[src/rtl/core_result_collector.sv]
// Collects per-core results on the system clock: falling-edge completion detect,
// sticky result/stamp capture, registered grand total and a freezing cycle counter.
module core_result_collector #(
  parameter int CORES   = 4,
  parameter int DATA_W  = 8,
  parameter int CYCLE_W = 16,
  parameter int SUM_W   = DATA_W + 3
) (
  input  logic                     clk,
  input  logic                     reset,
  input  logic [CORES-1:0]         core_strobe,
  input  logic [CORES*DATA_W-1:0]  core_result,
  input  logic [2:0]               rd_sel,
  output logic [7:0]               done_mask,
  output logic                     all_done,
  output logic [SUM_W-1:0]         total,
  output logic [CYCLE_W-1:0]       cycles,
  output logic                     cyc_sat,
  output logic [DATA_W-1:0]        rd_result,
  output logic [CYCLE_W-1:0]       rd_stamp
);

  logic [CORES-1:0]   prev_q, prev_d;
  logic [CORES-1:0]   done_q, done_d;
  logic [DATA_W-1:0]  res_q   [CORES];
  logic [DATA_W-1:0]  res_d   [CORES];
  logic [CYCLE_W-1:0] stamp_q [CORES];
  logic [CYCLE_W-1:0] stamp_d [CORES];
  logic [SUM_W-1:0]   total_q, total_d;
  logic [CYCLE_W-1:0] cycles_q, cycles_d;
  logic               cyc_sat_q, cyc_sat_d;

  assign all_done = &done_q;

  // A completion is the strobe falling; only the first one per core is kept.
  always_comb begin
    prev_d  = core_strobe;
    done_d  = done_q;
    res_d   = res_q;
    stamp_d = stamp_q;
    for (int i = 0; i < CORES; i++) begin
      if (prev_q[i] && !core_strobe[i] && !done_q[i]) begin
        done_d[i]  = 1'b1;
        res_d[i]   = core_result[i*DATA_W +: DATA_W];
        stamp_d[i] = cycles_q;
      end
    end
  end

  always_comb begin
    total_d = '0;
    for (int i = 0; i < CORES; i++) begin
      if (done_q[i]) total_d = total_d + SUM_W'(res_q[i]);
    end
  end

  // Gate uses the pre-edge all_done, so the last completing edge still counts.
  always_comb begin
    cycles_d = cycles_q;
    if (!all_done && !(&cycles_q)) cycles_d = cycles_q + CYCLE_W'(1);
    cyc_sat_d = cyc_sat_q | (&cycles_d);
  end

  always_ff @(posedge clk or negedge reset) begin
    if (!reset) begin
      prev_q    <= '0;
      done_q    <= '0;
      total_q   <= '0;
      cycles_q  <= '0;
      cyc_sat_q <= 1'b0;
      for (int i = 0; i < CORES; i++) begin
        res_q[i]   <= '0;
        stamp_q[i] <= '0;
      end
    end else begin
      prev_q    <= prev_d;
      done_q    <= done_d;
      total_q   <= total_d;
      cycles_q  <= cycles_d;
      cyc_sat_q <= cyc_sat_d;
      for (int i = 0; i < CORES; i++) begin
        res_q[i]   <= res_d[i];
        stamp_q[i] <= stamp_d[i];
      end
    end
  end

  assign done_mask = 8'(done_q);
  assign total     = total_q;
  assign cycles    = cycles_q;
  assign cyc_sat   = cyc_sat_q;

  always_comb begin
    rd_result = '0;
    rd_stamp  = '0;
    for (int i = 0; i < CORES; i++) begin
      if (rd_sel == 3'(i)) begin
        rd_result = res_q[i];
        rd_stamp  = stamp_q[i];
      end
    end
  end

endmodule

[config.mk]
export PLATFORM = sky130hd
export DESIGN_NAME = core_result_collector
export DESIGN_NICKNAME = d
export VERILOG_FILES = /design/src/rtl/core_result_collector.sv
export SDC_FILE = /design/constraint.sdc
export NUM_CORES = 1
export LEC_CHECK = 0
export ABC_AREA = 0
export BUFFER_PORTS_ARGS = -buffer_cell sky130_fd_sc_hd__clkbuf_2
export CAP_MARGIN = 20
export CORE_AREA = 2 2 153 170
export CTS_BUF_LIST = sky130_fd_sc_hd__clkbuf_8
export CTS_CLUSTER_DIAMETER = 120
export DETAILED_ROUTE_END_ITERATION = 7
export DIE_AREA = 0 0 155 172
export PLACE_DENSITY = 0.54
export SLEW_MARGIN = 40
export SYNTH_ARGS = -nofsm -noshare
export SYNTH_HDL_FRONTEND = slang
export SYNTH_SLANG_ARGS = --single-unit
[constraint.sdc]
create_clock -name clk -period 9.2 [get_ports clk]
set_clock_uncertainty 0.05 [all_clocks]
set_input_delay 1.84 -clock clk [delete_from_list [all_inputs] [get_ports clk]]
set_output_delay 1.84 -clock clk [all_outputs]
set_load 0.01 [all_outputs]
Yosys cells after proc, flatten, opt, wreduce, memory -nomap -nowiden
Cells that the tools add are included.

Memories kept: 0. Latch bits: 0. Bits of input ports: 41. Word-level logic and storage cells: 60. Bits in registers: 132. Memory bits (read-only): 0. Output and inout bits: 61. RAM bits: 0.

Add/subtract/negate cells: 4. Shift operators: 0. Equality and inequality tests: 3. Multipliers: 0. Divide/modulo/power cells: 0. Bitwise gates (word level): 1. Multiplexer cells: 13. Reductions and logical operators: 23. $lt $le $gt $ge: 0.

Operators by type and width (number): $mux W16 (5); $mux W8 (5); $add A11 B8 Y11 (3); $mux W11 (3); $reduce_and A16 Y1 (2); $add A16 B1 Y16 const B (1); $logic_not A1 Y1 (10); $logic_and A1 B1 Y1 (9); $eq A3 B2 Y1 const B (2); $reduce_and A4 Y1 (1); $eq A3 B1 Y1 const B (1); $logic_not A3 Y1 (1); $or A1 B1 Y1 (1).

Longest topological paths before layout
Gate-level depths: netlist (run 1).

Depth after elaboration: 7. Depth in mapped cells: 24. Depth with buffers taken out: 23.

Worst setup path before layout (run 1)
OpenSTA, ideal clock, no wires.

Kind: in2out. Start: in rd_sel[0]. End: out rd_stamp[10]. Stages on the path: 4. Path buffers: 2. Required time: 7310 ps. Arrival: 3139 ps. Slack: 4171 ps. Path through: clkbuf_1 -> buf_2 -> mux4_2 -> nor2b_1.

Word-level cells in the longest chain between the ends: 5. Elaborated cells between the ends (all ways): 8. Those cells by class: eq/ne (3); mux (4); reduce/logical (1).

RTL lines: start, declared (line 13) `input logic [2:0] rd_sel,`; $logic_not A3 Y1 (line 97) `if (rd_sel == 3'(i)) begin`; $mux W16 (3 in a row) (line 97); $mux W16 * (line 97); end, declared (line 20) `output logic [CYCLE_W-1:0] rd_stamp`.

Every way passes the cells marked *; elsewhere a longest branch is shown, timed or not.

Worst setup path after layout (run 1)
Start: in rd_sel[0]. End: out rd_result[6].

Word-level cells in the longest chain between the ends: 5. Elaborated cells between the ends (all ways): 8. Those cells by class: eq/ne (3); mux (4); reduce/logical (1).

RTL lines: $logic_not A3 Y1 (line 97); $mux W8 (3 in a row) (line 97); $mux W8 * (line 97); end, declared (line 19) `output logic [DATA_W-1:0] rd_result,`.

Marked as above.

==> summary.txt, run 1 <==
Status
  – Status: complete, no violations

CTS
  – Clock slew at reported path FFs: 0.08 ns
  – Post-CTS Hold Buffers: 0
  – # H-tree levels: 4
  – Total clock sinks: 132
  – CTS tree: done
  – Post-CTS sizing: 0
  – Post-CTS setup buffers: 0
  – Total CTS buffers: 17
  – Root buf cell: clkbuf_8
  – Worst-skew pair later-pin latency: 0.44 ns
  – Maximum buffer depth of the clock tree: 2

Route
  – Violation count after the first detailed-route iteration: 165
  – Final WL: 18200 um
  – Drt drc: 0
  – Vias: 4845
  – Wire per inst: 18.16 um
  – Routed vias/inst: 4.835
  – Post-detailed-route count of antenna-violating nets: 0
  – Pre-antenna DRT Iters: 5

Logic synthesis
  – #FFs+latches synth: 132
  – Yosys top cell area share: 0.4611
  – Register area share after synthesis: 0.4611
  – Synthesized area: 7164 um^2
  – Synth area leader: dfrtp_1
  – Synth Instances: 578
  – Synth cell count leaders: dfrtp_1 (132), mux2_2 (103), nor2_1 (30), nor2b_1 (30), nand2_1 (26)
  – Synth top area cells: dfrtp_1 (46%), mux2_2 (16%), mux4_2 (7.5%)
  – Count leader, synth: dfrtp_1
  – Yosys warns: 0
  – Number of enable flip-flop cells after synthesis: 0
  – Synth unique cells: 57
  – Synthesized area per cell: 12.40 um^2
  – FFs w/ async S/R, synth: 1.000
  – Top_reg_cell synth: dfrtp_1

Placed design
  – Placed cells: 970
  – DP Wirelength: 12750 um
  – IO Port Bufs: 97
  – GPL Wtd Cong: 0.8168

Critical path
  – Worst Setup End Kind: output pin
  – R2R setup slack: 4.37 ns
  – Worst-path fanout max: 24
  – Critical path launch point type: input port
  – Critical Path AT: 3.28 ns
  – Critical path required time: 7.31 ns
  – Setup CP Type: input port to output pin

STA
  – Crit share post-route: 0.5618
  – Worst slew margin: 0.5257
  – Worst-Margin Slew: 0.7115 ns
  – Final Hold Viols: 0
  – F_max: 193.5 MHz
  – Slew Limit Fails: 0
  – RSZ-0062 raised after global routing: false
  – Final setup viols: 0
  – Minimum clock period: 5.169 ns
  – Setup TNS Final: 0 ns

Layout
  – Final #Nets: 742
  – Area Overhead vs Synth: 17.99%
  – Fin util: 0.3387
  – Filler instances: 2499
  – Reg area: 3303 um^2
  – Fin cells: 1002
  – Share of cells above drive strength 1: 0.4023
  – Multi-input gate area: 3666 um^2

GRT
  – Overflow after GRT: 0
  – Largest net degree at the start of global routing: 75
  – Vias in the first global route: 4907
  – First-pass GRT wire length: 28610 um
  – GRT Overall Usage: 0.1434
  – Initial antenna violation count: 1

Die
  – # IOs: 102
  – Core area: 24960 um^2
  – Initial Util: 0.2871
  – Die X: 155 um
  – Die span in y: 172 um
  – Die Area: 26660 um^2
  – Row count: 61

Worst hold path
  – Worst min-delay path class: flop to flop

Power and ir drop
  – Leakage power: 4.034 nW
  – Power per Cell Area: 225.0 nW/um^2
  – VDD IR max: 0.08752 mV

Flow run
  – Max-cap violations: 0
-- per-layer routing --
metal | routed length [um] | vias to the layer above | GRT usage
met4 | 346 | 0 | 0.04911
li1 | - | 2267 | -
met1 | 8088 | 2456 | 0.1810
met2 | 9126 | 101 | 0.2454
met5 | 0 | - | 0
met3 | 639 | 21 | 0.02957
-- per-stage QoR --
stage          setup slack, ns  cell area [um^2]  power, W  hold WS, ns
6_report                 4.031              8453  0.001902       0.4264
3_5_place_dp             3.956              7976  0.001322       0.4112
5_1_grt                  3.892              8451  0.002032       0.4624
3_3_place_gp             3.857              7965  0.001312       0.4031
2_1_floorplan            4.171              7176  0.001164       0.4003
4_1_cts                  3.968              8446  0.001931       0.4308
-- path summary, 6_finish.rpt --
| kind | startpoint | endpoint | cells after the start |
|---|---|---|---|
| setup / recovery | rd_sel[0] | rd_result[6] | 5 |
| hold / removal | cyc_sat$_DFF_PN0_ | cyc_sat$_DFF_PN0_ | 1 |
| setup reg to reg | done_q[0]$_DFFE_PN0P_ | total[8]$_DFF_PN0_ | 22 |
| hold reg to reg | cyc_sat$_DFF_PN0_ | cyc_sat$_DFF_PN0_ | 1 |
| max in group asynchronous | reset | cycles[13]$_DFF_PN0_ | 2 |
| min in group asynchronous | reset | res_q[13]$_DFFE_PN0P_ | 1 |
-- sequential cells by signal (all words and copies together) (netlist names) --
register and flops:
res_q 32, cyc_sat 1, done_q 4, prev_q 4, total 11, cycles 16, stamp_q 64
-- cell type report --
type,instances,area share
Multi-Input combinational cell,401,0.4337
Inverter,18,0.007993
Antenna cell,1,0.0002960
Sequential cell,132,0.3908
Clock inverter,13,0.02620
Clock buffer,18,0.02931
Tap cell,315,0.04663
Timing Repair Buffer,104,0.06513
-- layout by cell type (no fill, tap or decap), types with 4 or more instances in the layout --
cell type and instances:
a21oi_1 13, mux2i_1 4, inv_1 18, nor2b_1 30
bufinv_16 5, nor2_1 26, nor3_1 9, dfrtp_1 132
mux4_2 24, ha_1 24, mux2_2 103, clkbuf_8 18
a21o_1 5, xnor2_1 17, clkbuf_2 95, a211oi_1 7
o21a_1 5, conb_1 4, o21ai_0 15, nand2_1 26
and2_1 6, buf_4 6, xor2_1 12, nand3_1 6
a31oi_1 4, nand2b_1 10
-- report_power, final --
part	switching [W]	total, W	internal, W
combinational	0.000305	0.000599	0.000294
clock	0.000260	0.000594	0.000334
sequential	0.0000650	0.000709	0.000644
total	0.000630	0.00190	0.00127
-- critical path: stages --
cell and delay (ns):
clkbuf_2 0.08, buf_4 0.45, mux4_2 0.59, nor2b_1 0.15
clkbuf_2 0.16
-- cell families after synthesis --
logic type | after synthesis | share of synthesized area
multiplexers | 131 | 0.2429
AND/OR/NAND/NOR | 138 | 0.1088
adder cells (fa/ha/maj) | 27 | 0.05030
other | 1 | 0.0005234
buffers and inverters | 48 | 0.03161
flip-flops | 132 | 0.4611
XOR/XNOR | 29 | 0.03545
AO/OA/AOI/OAI | 72 | 0.06933
(Power assumes the default switching activity.)
==> run 2, diff against run 1 <==
Settings changed: PLACE_DENSITY 0.54 to 0.55.
Clock period 9.2 ns to 4.6 ns, I/O delays scaled along.
==> summary.txt, run 2 (synthesis results as in run 1) <==
Status
  – Status: complete, no violations

Placed design
  – Pre-CTS setup slack: 0.2187 ns
  – DP Wirelength: 13140 um
  – IO Port Bufs: 97
  – GPL Wtd Cong: 0.8311
  – Dpl cell area: 7995 um^2
  – Placed cells: 974

Route
  – Pre-antenna DRT Iters: 4
  – Post-detailed-route count of antenna-violating nets: 0
  – Final WL: 18400 um
  – Violation count after the first detailed-route iteration: 263
  – Routed vias/inst: 4.803
  – Vias: 4832
  – Drt drc: 0
  – Wire per inst: 18.29 um

CTS
  – # H-tree levels: 4
  – Clock slew at reported path FFs: 0.08 ns
  – Total clock sinks: 132
  – Post-CTS Hold Buffers: 0
  – Maximum buffer depth of the clock tree: 2
  – CTS tree: done
  – Worst-skew pair later-pin latency: 0.45 ns
  – Total CTS buffers: 17
  – Root buf cell: clkbuf_8

GRT
  – Overflow after GRT: 0
  – Largest net degree at the start of global routing: 71
  – Initial antenna violation count: 0
  – First-pass GRT wire length: 28270 um
  – Vias in the first global route: 4886
  – GRT Overall Usage: 0.1420

STA
  – Minimum clock period: 4.318 ns
  – RSZ-0062 raised after global routing: true
  – Worst hold slack: 0.4035 ns
  – F_max: 231.6 MHz
  – Setup TNS Final: 0 ns
  – Worst slew margin: 0.4918
  – Worst-Margin Slew: 0.7622 ns
  – Final setup viols: 0
  – Slew Limit Fails: 0
  – Final worst slack: 0.2817 ns
  – Crit share post-route: 0.9388
  – Final Hold Viols: 0

Critical path
  – R2R depth: 18
  – Reg-to-Reg End: total[7]$_DFF_PN0_
  – Setup CP Type: flop to flop
  – Critical path's slowest cell: o41a_1
  – Top delay family on crit path: compound AO/OA/AOI/OAI gates
  – Worst-path fanout max: 5
  – Buffers and inverters on the worst path: 1
  – Most frequent CP cell: ha_1
  – Critical path launch point type: flop
  – Critical Path AT: 4.61 ns
  – Critical-path cell list: and2_1, ha_1, inv_1, fa_1, xnor2_1, mux2_2, ha_1, a211oi_1, o21bai_1, a21oi_1, xnor2_1, mux2_2, ha_1, o41a_1, a21oi_1, xor2_1, mux2i_1, a21o_1
  – Reg-to-reg startpoint: done_q[0]$_DFFE_PN0P_
  – Critical path required time: 4.89 ns
  – Critical Path Max Stage Delay: 0.41 ns
  – Worst Setup End Kind: flop
  – R2R setup slack: 0.28 ns

Layout
  – Share of cells above drive strength 1: 0.4096
  – Multi-input gate area: 3675 um^2
  – Largest reg by FF count: stamp_q
  – Max FFs per register: 64
  – Area Overhead vs Synth: 18.01%
  – Reg area: 3303 um^2
  – Post-route cell area: 8454 um^2
  – Most common cell after layout, fill and taps aside: dfrtp_1
  – Most frequent cells in the layout: dfrtp_1 (132), mux2_2 (103), clkbuf_2 (95)
  – Final #Nets: 746
  – Fin cells: 1006
  – Antenna cell count: 0
  – Filler instances: 2514

Die
  – # IOs: 102
  – Initial Util: 0.2871
  – Die Area: 26660 um^2
  – Row count: 61
  – Die X: 155 um
  – Die span in y: 172 um
  – Core area: 24960 um^2

Flow run
  – Max-cap violations: 0

Power and ir drop
  – Power per Cell Area: 442.3 nW/um^2
  – Leakage power: 4.042 nW
  – VDD IR max: 0.2004 mV

Worst hold path
  – Worst min-delay path class: input port to asynchronous set/reset pin
-- run 2: per-layer routing --
metal	GRT usage	part of all wire	vias to the layer above
li1	-	-	2283
met4	0.03140	0.0098	0
met3	0.03709	0.038	15
met2	0.2533	0.52	87
met5	0	0	-
met1	0.1727	0.44	2447
-- run 2: how the worst max path moves through the flow --
| stage | from | end | slack [ns] | cells past startpoint |
|---|---|---|---|---|
| global route | done_q[0]$_DFFE_PN0P_ | total[7]$_DFF_PN0_ | -0.02 | 22 |
| detailed placement | done_q[0]$_DFFE_PN0P_ | total[8]$_DFF_PN0_ | 0.22 | 22 |
| floorplan | done_q[0]$_DFFE_PN0P_ | total[9]$_DFF_PN0_ | 0.29 | 24 |
| CTS | done_q[0]$_DFFE_PN0P_ | total[8]$_DFF_PN0_ | 0.18 | 22 |
| finish | done_q[0]$_DFFE_PN0P_ | total[7]$_DFF_PN0_ | 0.28 | 18 |
| global placement | done_q[0]$_DFFE_PN0P_ | total[8]$_DFF_PN0_ | 0.36 | 22 |
-- run 2: worst reg2reg max path: cells and delay by family (launching register included) --
kind | cells | cell delay (ns)
AND/OR/NAND/NOR | 1 | 0.16
XOR/XNOR | 3 | 0.38
AO/OA/AOI/OAI | 6 | 1.50
flip-flops | 1 | 0.39
adder cells (fa/ha/maj) | 4 | 1.04
buffers and inverters | 1 | 0.05
multiplexers | 3 | 0.64
-- run 2: area by class of cell --
| cell class | instances | share of cell area |
|---|---|---|
| multi-input combinational | 401 | 0.4347 |
| timing repair buffer | 108 | 0.06793 |
| clock inverter | 15 | 0.02442 |
| clock buffer | 17 | 0.02767 |
| tap | 315 | 0.04662 |
| sequential | 132 | 0.3907 |
| inverter | 18 | 0.007992 |
-- run 2: what timing repair did --
action / CTS / global route
setup endpoints to repair: 0 / 5
gates resized for setup: 0 / 6
buffers inserted: 0 / 0
-- run 2: metrics by stage --
stage	power (W)	util
floorplan	0.002327	-
CTS	0.003773	0.3380
finish	0.003739	0.3387
detailed placement	0.002648	0.3203
global route	0.003993	0.3387
global placement	0.002631	0.3203
-- run 2: power breakdown --
| part | internal, W | switching, W |
|---|---|---|
| Clock | 0.000597 | 0.000506 |
| Sequential | 0.00129 | 0.000121 |
| Combinational | 0.000598 | 0.000630 |
